## src/rtl/instruction_fetch_unit.sv

```systemverilog
// rtl/instruction_fetch_unit.sv - fetch stage: PC, imem request, 2-entry tagged queue, decode handshake
//
// Purpose:
//   Holds the fetch PC and issues one word read per cycle to instruction memory.
//   The returned word is tagged with the PC it came from and written into a
//   2-entry queue. The queue head goes to decode under a valid/stall handshake.
//   A redirect from execute squashes everything in flight and refetches.
//
// Ports:
//   i_clk              system clock, all state updates on posedge
//   i_reset            asynchronous active-high reset
//   o_imem_address     word-aligned read address (the fetch PC register)
//   i_imem_read_data   instruction word, valid the cycle after an accepted request
//   i_imem_busywait    memory refuses a request this cycle
//   i_redirect         branch/jump taken: flush and refetch
//   i_redirect_pc      redirect target, low two bits ignored
//   i_dec_stall        decode cannot accept an instruction this cycle
//   o_instr_valid      o_instruction/o_instr_pc hold a valid pair
//   o_instruction      head instruction word
//   o_instr_pc         address the head word was fetched from

module instruction_fetch_unit #(
    parameter logic [31:0] RESET_PC = 32'h0000_0000
) (
    input  logic        i_clk,
    input  logic        i_reset,
    output logic [31:0] o_imem_address,
    input  logic [31:0] i_imem_read_data,
    input  logic        i_imem_busywait,
    input  logic        i_redirect,
    input  logic [31:0] i_redirect_pc,
    input  logic        i_dec_stall,
    output logic        o_instr_valid,
    output logic [31:0] o_instruction,
    output logic [31:0] o_instr_pc
);

    // Fetch PC and the single outstanding request
    logic [31:0] r_fetch_pc;
    logic [31:0] r_issue_pc;
    logic        r_pending;

    // 2-entry queue of {pc, word}
    logic [31:0] r_fifo_pc   [2];
    logic [31:0] r_fifo_word [2];
    logic        r_rd_ptr;
    logic        r_wr_ptr;
    logic [1:0]  r_count;

    logic        w_pop;
    logic        w_push;
    logic        w_issue;
    logic [2:0]  w_occupancy;
    logic [31:0] w_redirect_target;

    // Masking rather than slicing keeps every bit of the target port in use.
    assign w_redirect_target = i_redirect_pc & 32'hFFFF_FFFC;

    // A redirect squashes whatever decode sees this cycle, so no pop then.
    assign w_pop  = (r_count != 2'd0) && !i_dec_stall && !i_redirect;
    assign w_push = r_pending && !i_redirect;

    // Slots that will be occupied after this cycle if nothing new is issued:
    // entries held, plus the response about to land, minus the one leaving.
    // A pop implies count >= 1, so this never goes negative.
    assign w_occupancy = {1'b0, r_count} + {2'b00, r_pending} - {2'b00, w_pop};

    // Issue only when the reply can be stored; this makes overflow impossible.
    assign w_issue = !i_redirect && !i_imem_busywait && (w_occupancy < 3'd2);

    // Fetch PC / outstanding request
    always_ff @(posedge i_clk or posedge i_reset) begin
        if (i_reset) begin
            r_fetch_pc <= RESET_PC;
            r_issue_pc <= RESET_PC;
            r_pending  <= 1'b0;
        end else if (i_redirect) begin
            r_fetch_pc <= w_redirect_target;
            r_pending  <= 1'b0;
        end else if (w_issue) begin
            r_issue_pc <= r_fetch_pc;
            r_fetch_pc <= r_fetch_pc + 32'd4;
            r_pending  <= 1'b1;
        end else begin
            r_pending  <= 1'b0;
        end
    end

    // Queue pointers and occupancy
    always_ff @(posedge i_clk or posedge i_reset) begin
        if (i_reset) begin
            r_rd_ptr <= 1'b0;
            r_wr_ptr <= 1'b0;
            r_count  <= 2'd0;
        end else if (i_redirect) begin
            r_rd_ptr <= 1'b0;
            r_wr_ptr <= 1'b0;
            r_count  <= 2'd0;
        end else begin
            if (w_push) begin
                r_wr_ptr <= ~r_wr_ptr;
            end
            if (w_pop) begin
                r_rd_ptr <= ~r_rd_ptr;
            end
            case ({w_push, w_pop})
                2'b10:   r_count <= r_count + 2'd1;
                2'b01:   r_count <= r_count - 2'd1;
                default: r_count <= r_count;
            endcase
        end
    end

    // Queue storage; cleared on reset so the head outputs read zero.
    always_ff @(posedge i_clk or posedge i_reset) begin
        if (i_reset) begin
            r_fifo_pc[0]   <= 32'd0;
            r_fifo_pc[1]   <= 32'd0;
            r_fifo_word[0] <= 32'd0;
            r_fifo_word[1] <= 32'd0;
        end else if (w_push) begin
            r_fifo_pc[r_wr_ptr]   <= r_issue_pc;
            r_fifo_word[r_wr_ptr] <= i_imem_read_data;
        end
    end

    // All outputs come straight from registers; no path from read data.
    assign o_imem_address = r_fetch_pc;
    assign o_instr_valid  = (r_count != 2'd0);
    assign o_instruction  = r_fifo_word[r_rd_ptr];
    assign o_instr_pc     = r_fifo_pc[r_rd_ptr];

endmodule

```

## config.mk

```make
export PLATFORM = sky130hd
export DESIGN_NAME = instruction_fetch_unit
export DESIGN_NICKNAME = d
export VERILOG_FILES = /design/src/rtl/instruction_fetch_unit.sv
export SDC_FILE = /design/constraint.sdc
export NUM_CORES = 1
export LEC_CHECK = 0
export CORE_MARGIN = 3
export CORE_UTILIZATION = 52
export DETAILED_ROUTE_END_ITERATION = 10
export PLACE_DENSITY_LB_ADDON = 0.2
export SLEW_MARGIN = 20
export SYNTH_ARGS = -nofsm -noshare
export SYNTH_HDL_FRONTEND = slang
export SYNTH_SLANG_ARGS = --single-unit
```

## constraint.sdc

```tcl
create_clock -name i_clk -period 8.38 [get_ports i_clk]
set_input_delay 1.257 -clock i_clk [delete_from_list [all_inputs] [get_ports i_clk]]
set_output_delay 1.257 -clock i_clk [all_outputs]
set_load 0.1 [all_outputs]
```

## After elaboration in Yosys (flattened, before gate mapping)

Index checks and enable logic that the tools add are counted.

- Flip-flop bits (word level): 197
- Output and inout port bits: 97
- Logic and storage cells: 61

- Add/subtract/negate cells: 5
- $lt $le $gt $ge: 4
- Eq/ne operators: 2
- Multiplexer cells: 20
- Bitwise logic cells: 5
- Reduce and logical (&&, ||, !) cells: 15

Operator list:

| operator | number |
|---|---|
| two-way mux 32 bit | 9 |
| bitwise mux 64 bit | 2 |
| adder 32 x 3 -> 32 bit, second input constant | 1 |
| demux 32 bit (select 1 bit) | 1 |
| nonzero test 2 bit | 4 |
| logical AND 1 bit | 6 |
| two-way mux 1 bit | 6 |
| >= comparator 2 bit, second input constant | 2 |
| NOT 1 -> 2 bit | 2 |
| one-hot mux 2 bit (2 select lines) | 1 |
| adder 2 x 1 -> 3 bit | 1 |
| zero test 1 bit | 3 |
| less-than comparator 3 x 2 -> 1 bit, second input constant | 1 |
| NOT 1 bit | 3 |
| nonzero test 3 bit | 1 |
| subtractor 3 x 1 -> 3 bit | 1 |
| adder 2 x 1 -> 2 bit, second input constant | 1 |
| == test 2 x 1 -> 1 bit, second input constant | 1 |
| == test 2 bit, second input constant | 1 |
| less-than comparator 2 x 1 -> 1 bit, second input constant | 1 |
| two-way mux 2 bit | 1 |
| AND reduction 2 bit | 1 |
| subtractor 2 x 1 -> 2 bit, second input constant | 1 |

## Logic depth before layout (Yosys ltp)

- Depth in word-level cells: 8
- Gate-level depth with buffers: 14
- Mapped depth without buffers: 11

## Worst setup path after synthesis

No wires, ideal clock.

- Kind: input to register
- Start: in i_redirect
- End: reg r_fetch_pc[13], in the netlist o_imem_address[13]
- Data arrival time: 3,891 ps
- Slack: 4,356 ps
- Stages on the path: 12
- Path buffers: 4
- Cells stage by stage: clkbuf_1 -> buf_1 -> nor3_1 -> ha_1 -> nand2b_1 -> fa_1 -> xor2_1 -> or3_1 -> buf_6 -> buf_2 -> o311ai_0 -> nand2_1

- Cells in the longest elaborated chain, start to end: 6
- Elaborated cells on any way between the ends: 8

RTL lines:

| item | RTL line | text |
|---|---|---|
| start: declaration | 30 | `input logic i_redirect,` |
| zero test 1 bit | 60, 69 |  |
| logical AND 1 bit | 60 | `assign w_pop = (r_count != 2'd0) && !i_dec_stall && !i_redirect;` |
| subtractor 3 x 1 -> 3 bit | 66 | `assign w_occupancy = {1'b0, r_count} + {2'b00, r_pending} - {2'b00, w_pop};` |
| less-than comparator 3 x 2 -> 1 bit | 69 | `assign w_issue = !i_redirect && !i_imem_busywait && (w_occupancy < 3'd2);` |
| logical AND 1 bit | 69 |  |
| nonzero test 2 bit (no line) | - |  |
| end signal: assignment | 78 | `r_fetch_pc <= w_redirect_target;` |
| end signal: assignment | 82 | `r_fetch_pc <= r_fetch_pc + 32'd4;` |
| end: declaration | 39 | `logic [31:0] r_fetch_pc;` |

Parallel ways exist; a longest one is shown, timed or not.
A chain may end at the register's enable or synchronous reset.

## Final worst setup path

- Start: in i_redirect
- End: reg r_fetch_pc[15], in the netlist o_imem_address[15]

Same word-level chain as after synthesis.

==> results.txt <==
----------------------------------------------------
[Run status]
  Run status ... completed

[Clock tree]
  Clock-pin slew of the registers on the worst-case setup and hold paths ... around 0.070 ns
  CTS root buffer ... sky130_fd_sc_hd__clkbuf_16
  Deepest level of the CTS H-tree ... 4
  Max Buffers Root-to-Sink ... 2
  Clock Sinks ... 189
  Number of clock buffers inserted by TritonCTS ... 17
  TritonCTS clock tree ... built
  Worst-Skew Late Latency ... 0.42 ns
  Count of buffers added by post-CTS timing repair for setup ... 0
  Hold-fix buffers, CTS ... 0
  Post-cts resize count ... 0

[Critical path]
  Worst Path Class, Setup ... input pin to flip-flop
  Worst Setup End Kind ... flip-flop
  Arrival time of the worst setup path ... ~5 ns
  Required time reported for the critical path endpoint ... about 8.7 ns
  Kind of start point of the critical path ... input pin
  Largest fanout on the critical path ... 61

[Finish]
  Number of inserted filler cells in the final layout ... 1,220
  Fin cells ... 1,082
  Commonest non-fill, non-tap cell in the layout ... sky130_fd_sc_hd__dfrtp_1
  Share of cells above drive strength 1 ... 26.79%
  Footprint of the multi-input gates ... roughly 0.0036 sq mm
  Utilization of the core after routing ... 68.07%
  Growth of design area from synthesis to finish ... 27.08%
  Commonest non-fill, non-tap cells in the layout ... 188 x sky130_fd_sc_hd__dfrtp_1, 186 x sky130_fd_sc_hd__mux2_2, 159 x sky130_fd_sc_hd__clkdlybuf4s50_1, 131 x sky130_fd_sc_hd__nand2_1, 18 x sky130_fd_sc_hd__o21ai_0
  Number of inserted diodes ... 0
  Count of nets after finishing ... 925
  FF+latch area ... 0.004731 sq mm

[Timing]
  Timing-limited maximum frequency ... between 200 and 250 MHz
  Final total negative setup slack ... 0 ns
  Min Tclk post-route ... 4.626 ns
  Max_slew headroom ... 29.77%
  Setup repair after global routing missed its margin ... no
  Final number of hold-violating endpoints ... 0
  Worst Clk Skew ... ~0.0094 ns
  Final number of max-transition violations ... 0
  Final setup viols ... 0
  Least-Margin Pin Slew ... about 1.1 ns
  Final critical-path share of the clock period ... 55.20%

[Detailed routing]
  Post-detailed-route count of antenna-violating nets ... 0
  Via count of the routed design ... 6,108
  Violation count after the first detailed-routing iteration ... 476
  Total DRC errors in the routed layout ... 0
  Via density ... about 5.6
  Final Routed Wirelength ... 19,880 um
  Detailed Routing Iterations Pass 1 ... 6
  Routed WL per cell ... 18.37 um

[GRT]
  Grt total ovfl ... 0
  Global-route wire length before repair ... between 30,000 and 40,000 um
  Via count of the first global-routing pass ... 6,304
  Pin count of the biggest net entering global routing ... just under 100
  Total routing resource utilization after global routing ... 22.55%
  Number of antenna violations at the first check in global routing ... 0

[Power and ir drop]
  Design Power ... approximately 3.7 mW
  Static Leak ... roughly 4.8 nW
  Power density over the cells ... 342.9 mW/mm^2
  VDD IR-drop max ... 203.0 uV

[Logic synthesis]
  Largest cells by area after synthesis ... sky130_fd_sc_hd__dfrtp_1 55%, sky130_fd_sc_hd__mux2_2 24%, sky130_fd_sc_hd__nand2_1 5.7%, sky130_fd_sc_hd__o311ai_0 1.2%, sky130_fd_sc_hd__o21ai_0 1.1%
  Sequential area share after synthesis ... 55.18%
  Share of Yosys cell area claimed by the top area cell type ... 55.18%
  Count of cell types in the netlist ... 45
  Syn Inst Count ... 710
  Post-synth EDFFs ... 0
  Synthesized area ... 0.008571 sq mm
  Mean Syn Cell Area ... between 10 and 15 sq um
  Share of async-settable or async-resettable flops after synthesis ... between 90% and 100%
  Number of synthesized register bits ... 189
  Predominant post-synthesis flop cell ... sky130_fd_sc_hd__dfrtp_1
  Most area-hungry cell type in the Yosys netlist ... sky130_fd_sc_hd__dfrtp_1
  Synthesis warning total ... 0

[Placement]
  HPWL after detailed placement ... ~13,000 um
  Cell count after placement ... roughly 1,100
  Input/output buffers ... about 160
  Routability congestion estimate ... 0.8375

[Floorplanning]
  Initial Util ... about 54%
  Die footprint ... 0.01806 sq mm
  Placeable Area ... approximately 0.016 sq mm
  Die H ... 134.4 um
  Chip width ... 134.4 um
  Placement row count ... 46
  Count of pins on the block boundary ... 166

[Hold path]
  HP Class ... flip-flop to flip-flop

[Flow run]
  Max-cap violation count ... 0

----------------------------------------------------
-- cell families (layout without fill, tap and decap cells) --
kind of cell / after synthesis / after routing / share of synthesized area, %
AND/OR/NAND/NOR: 205 / 205 / 10.76
flip-flops: 189 / 189 / 55.18
multiplexers: 187 / 187 / 24.55
AO/OA/AOI/OAI: 65 / 65 / 5.285
buffers and inverters: 55 / 208 / 3.139
XOR/XNOR: 5 / 5 / 0.5110
adder cells (fa/ha/maj): 3 / 3 / 0.5255
other: 1 / 4 / 0.04375
-- worst paths after layout --
check	from	end	slack, ns	cells past startpoint
max	i_redirect	o_imem_address[15]	3.75	12
min	r_issue_pc[30]	r_issue_pc[30]	0.49	2
max reg2reg	r_count[1]	o_imem_address[15]	4.76	11
min reg2reg	r_issue_pc[30]	r_issue_pc[30]	0.49	2
max in group asynchronous	i_reset	r_fifo_word[35]	5.70	3
min in group asynchronous	i_reset	r_fifo_word[21]	1.31	2
-- where the power goes --
| group | switching (mW) | total [mW] | internal, mW |
|---|---|---|---|
| registers | 0.150 | 1.30 | 1.15 |
| logic | 1.14 | 1.63 | 0.483 |
| clock network | 0.346 | 0.803 | 0.457 |
-- per-stage QoR --
step | area (sq um) | setup WS, ns | hold WS [ns]
2_1_floorplan | 8582 | 1.981 | 0.4584
3_3_place_gp | 10290 | 3.512 | 0.4745
3_5_place_dp | 10290 | 3.424 | 0.4803
4_1_cts | 10890 | 3.823 | 0.4987
5_1_grt | 10890 | 3.532 | 0.5156
6_report | 10890 | 3.754 | 0.4948
-- cell usage after synthesis, types with 2 or more instances --
| library cell | n |
|---|---|
| sky130_fd_sc_hd__a21oi_1 | 10 |
| sky130_fd_sc_hd__a221o_1 | 4 |
| sky130_fd_sc_hd__a31oi_1 | 2 |
| sky130_fd_sc_hd__a32oi_1 | 2 |
| sky130_fd_sc_hd__and2_1 | 2 |
| sky130_fd_sc_hd__and3_1 | 6 |
| sky130_fd_sc_hd__and4_1 | 4 |
| sky130_fd_sc_hd__buf_2 | 14 |
| sky130_fd_sc_hd__buf_4 | 4 |
| sky130_fd_sc_hd__buf_6 | 3 |
| sky130_fd_sc_hd__clkbuf_1 | 20 |
| sky130_fd_sc_hd__clkbuf_2 | 2 |
| sky130_fd_sc_hd__dfrtp_1 | 189 |
| sky130_fd_sc_hd__ha_1 | 2 |
| sky130_fd_sc_hd__inv_1 | 10 |
| sky130_fd_sc_hd__mux2_2 | 186 |
| sky130_fd_sc_hd__nand2_1 | 131 |
| sky130_fd_sc_hd__nand2b_1 | 2 |
| sky130_fd_sc_hd__nand3_1 | 14 |
| sky130_fd_sc_hd__nand4_1 | 9 |
| sky130_fd_sc_hd__nor2_1 | 15 |
| sky130_fd_sc_hd__nor3_1 | 6 |
| sky130_fd_sc_hd__nor3b_1 | 2 |
| sky130_fd_sc_hd__nor4_1 | 4 |
| sky130_fd_sc_hd__o211ai_1 | 10 |
| sky130_fd_sc_hd__o21ai_0 | 18 |
| sky130_fd_sc_hd__o311ai_0 | 12 |
| sky130_fd_sc_hd__or3_1 | 6 |
| sky130_fd_sc_hd__or4_1 | 2 |
| sky130_fd_sc_hd__xnor2_1 | 3 |
| sky130_fd_sc_hd__xor2_1 | 2 |
-- metal layers --
layer	wire length [um]	vias up	global-route usage, %
li1	-	2796	-
met1	8628	3049	30.53
met2	9586	225	36.28
met3	1178	38	4.876
met4	487	0	7.919
met5	0	-	0
-- worst max-delay path: stages --
cell and delay [ns]:
sky130_fd_sc_hd__clkdlybuf4s50_1 0.46, sky130_fd_sc_hd__buf_4 0.38, sky130_fd_sc_hd__nor3_1 0.12, sky130_fd_sc_hd__ha_1 0.28, sky130_fd_sc_hd__nand2b_1 0.15, sky130_fd_sc_hd__fa_1 0.38
sky130_fd_sc_hd__xor2_1 0.49, sky130_fd_sc_hd__or3_2 0.28, sky130_fd_sc_hd__buf_4 0.54, sky130_fd_sc_hd__o21ai_0 0.22, sky130_fd_sc_hd__a222oi_1 0.27, sky130_fd_sc_hd__inv_1 0.08
-- registers in the layout (all words and copies together), names as in the netlist --
register and cells:
o_imem_address 30, r_wr_ptr 1, r_pending 1, r_fifo_pc 60
r_fifo_word 64, r_count 2, r_rd_ptr 1, r_issue_pc 30
-- layout make-up --
| class | instances | area share, % |
|---|---|---|
| Timing Repair Buffer | 165 | 15.06 |
| Clock inverter | 13 | 1.298 |
| Sequential cell | 189 | 43.43 |
| Inverter | 11 | 0.4940 |
| Multi-Input combinational cell | 469 | 33.07 |
| Tap cell | 216 | 2.481 |
| Clock buffer | 19 | 4.159 |
Power figures use the tool's default switching activity.
==> RTL edit: new RTL, config.mk and constraints unchanged <==
Make the reset (`i_reset`) synchronous in 3 clocked blocks. Comments in the files are not updated.
--- a/src/rtl/instruction_fetch_unit.sv
+++ b/src/rtl/instruction_fetch_unit.sv
@@ -70,5 +70,5 @@
 
     // Fetch PC / outstanding request
-    always_ff @(posedge i_clk or posedge i_reset) begin
+    always_ff @(posedge i_clk) begin
         if (i_reset) begin
             r_fetch_pc <= RESET_PC;
@@ -88,5 +88,5 @@
 
     // Queue pointers and occupancy
-    always_ff @(posedge i_clk or posedge i_reset) begin
+    always_ff @(posedge i_clk) begin
         if (i_reset) begin
             r_rd_ptr <= 1'b0;
@@ -113,5 +113,5 @@
 
     // Queue storage; cleared on reset so the head outputs read zero.
-    always_ff @(posedge i_clk or posedge i_reset) begin
+    always_ff @(posedge i_clk) begin
         if (i_reset) begin
             r_fifo_pc[0]   <= 32'd0;
Behaviour: differs if i_reset is asserted again (counterexample within 4 cycles, from zero or initial values and one cycle with i_reset high); with i_reset held inactive, the same outputs for 4 cycles.
==> RTL edit against the unedited design <==
Routed wire length down 1.2%; cell area down 0.24%; worst setup slack worse by 0.49 ns; sequential cell count up 1; via count up 0.46%; area after synthesis down 0.58%; highest routed layer is now met5.
Power is not compared: it rests on default switching activity, and its combinational part moved more than twofold at a synthesized area within 25%.
==> RTL edit: results <==
export IMPL_synth_seq_cells=190
export IMPL_synth_xor_area_frac=0.0132
export IMPL_final_layout_size_suffix_gt1_frac=0.132
export IMPL_ys_types=53
export IMPL_buffers=169
export IMPL_crit_family="simple AND/OR/NAND/NOR gates"
export IMPL_synth_top_family_by_area="simple AND/OR/NAND/NOR gates"
export IMPL_cp_arrival_ns=5.46
export IMPL_ys_flop_type="edfxtp_1"
export IMPL_synth_area_leaders="edfxtp_1, dfxtp_1, and2_1"
export IMPL_reg2reg_to="o_imem_address[10]$_SDFFE_PP0P_"
export IMPL_drt_iter0_drc=343
export IMPL_nets=947
export IMPL_seq_area_frac_synth=0.592
export IMPL_antenna_found_initial=1
export IMPL_nFillCells=1212
export IMPL_top_regs="r_fifo_word x64, r_fifo_pc x60"
export IMPL_synth_compound_area_frac=0.0736
export IMPL_dpl_hpwl_um=12400
export IMPL_grt_use_total=0.221
export IMPL_final_clk_cell_share=0.0535
export IMPL_n_clock_buffer=23
export IMPL_grt_pass1_wl_um=31300
export IMPL_post_place_ws_ns=2.83
export IMPL_gp_congestion=0.840
export IMPL_critPathSlowestCell="nand3_1"
export IMPL_bufAreaShareNonClock=0.153
export IMPL_whs_endpoint="r_issue_pc[13]$_SDFFE_PP0P_"
export IMPL_drtPass1Iterations=5
export IMPL_yosys_area_share_adder=0.00675
export IMPL_inv_count=10
export IMPL_r2r_start="r_count[1]$_SDFFE_PP0P_"
export IMPL_seq_share=0.464
export IMPL_hold_start="r_issue_pc[13]$_SDFFE_PP0P_"
export IMPL_multi_input_cells=486
export IMPL_grt_max_degree=63
export IMPL_vias_per_cell=5.57
export IMPL_synth_common_cells="and2_1, edfxtp_1, nand2_1"
export IMPL_grt_pass1_vias=6115
export IMPL_synthArstFlopShare=0
export IMPL_synthMuxAreaShare=0.0831
export IMPL_synth_edff_count=124
export IMPL_routed_wl_um=19600
export IMPL_status="finished clean"
export IMPL_rr_worst_depth=10
export IMPL_rrSetupSlack_ns=4.10
[RTL edit: cell types whose count changed after synthesis, moves of 8 or more]
cell	delta
dfrtp_1	-189
and2_1	+129
edfxtp_1	+124
mux2_2	-124
dfxtp_1	+66
nand2_1	-53
a21oi_1	+23
clkbuf_1	+23
buf_2	-11
o311ai_0	-9
or4_1	+9
a211oi_1	+8
nor2_1	+8
[RTL edit: metal layers]
| layer | track usage | wire [µm] |
|---|---|---|
| met5 | 0 | 13 |
| met2 | 0.374 | 9820 |
| met1 | 0.276 | 8050 |
| met3 | 0.0491 | 1310 |
| met4 | 0.0909 | 458 |
[RTL edit: power groups by stage]
stage / combinational [µW] / clock (µW) / sequential [µW]
after global placement: 343 / 0 / 1080
after CTS: 348 / 794 / 1060
after detailed placement: 346 / 0 / 1080
final: 346 / 780 / 1060
after global routing: 360 / 827 / 1070
after floorplan: 179 / 0 / 1150
[RTL edit: stage by stage]
step | instance area (µm²) | hold WS [ns] | total power, µW | cells
CTS | 10900 | 0.465 | 2200 | 1102
finish | 10900 | 0.460 | 2190 | 1102
floorplan | 8530 | 0.440 | 1320 | 737
detailed placement | 10300 | 0.456 | 1430 | 1071
global placement | 10300 | 0.449 | 1420 | 1071
global route | 10900 | 0.481 | 2250 | 1102
[RTL edit: worst max path at each step]
stage	start	to	slack [ns]	depth (start not counted)
after floorplan	i_redirect	r_fifo_pc[0][10]$_SDFFCE_PN0P_	1.98	3
after global placement	i_redirect	o_imem_address[15]$_SDFFE_PP0P_	2.91	11
after detailed placement	i_redirect	o_imem_address[11]$_SDFFE_PP0P_	2.83	11
after CTS	i_redirect	o_imem_address[11]$_SDFFE_PP0P_	3.27	11
after global routing	i_redirect	o_imem_address[10]$_SDFFE_PP0P_	2.96	11
final	i_redirect	o_imem_address[10]$_SDFFE_PP0P_	3.27	11
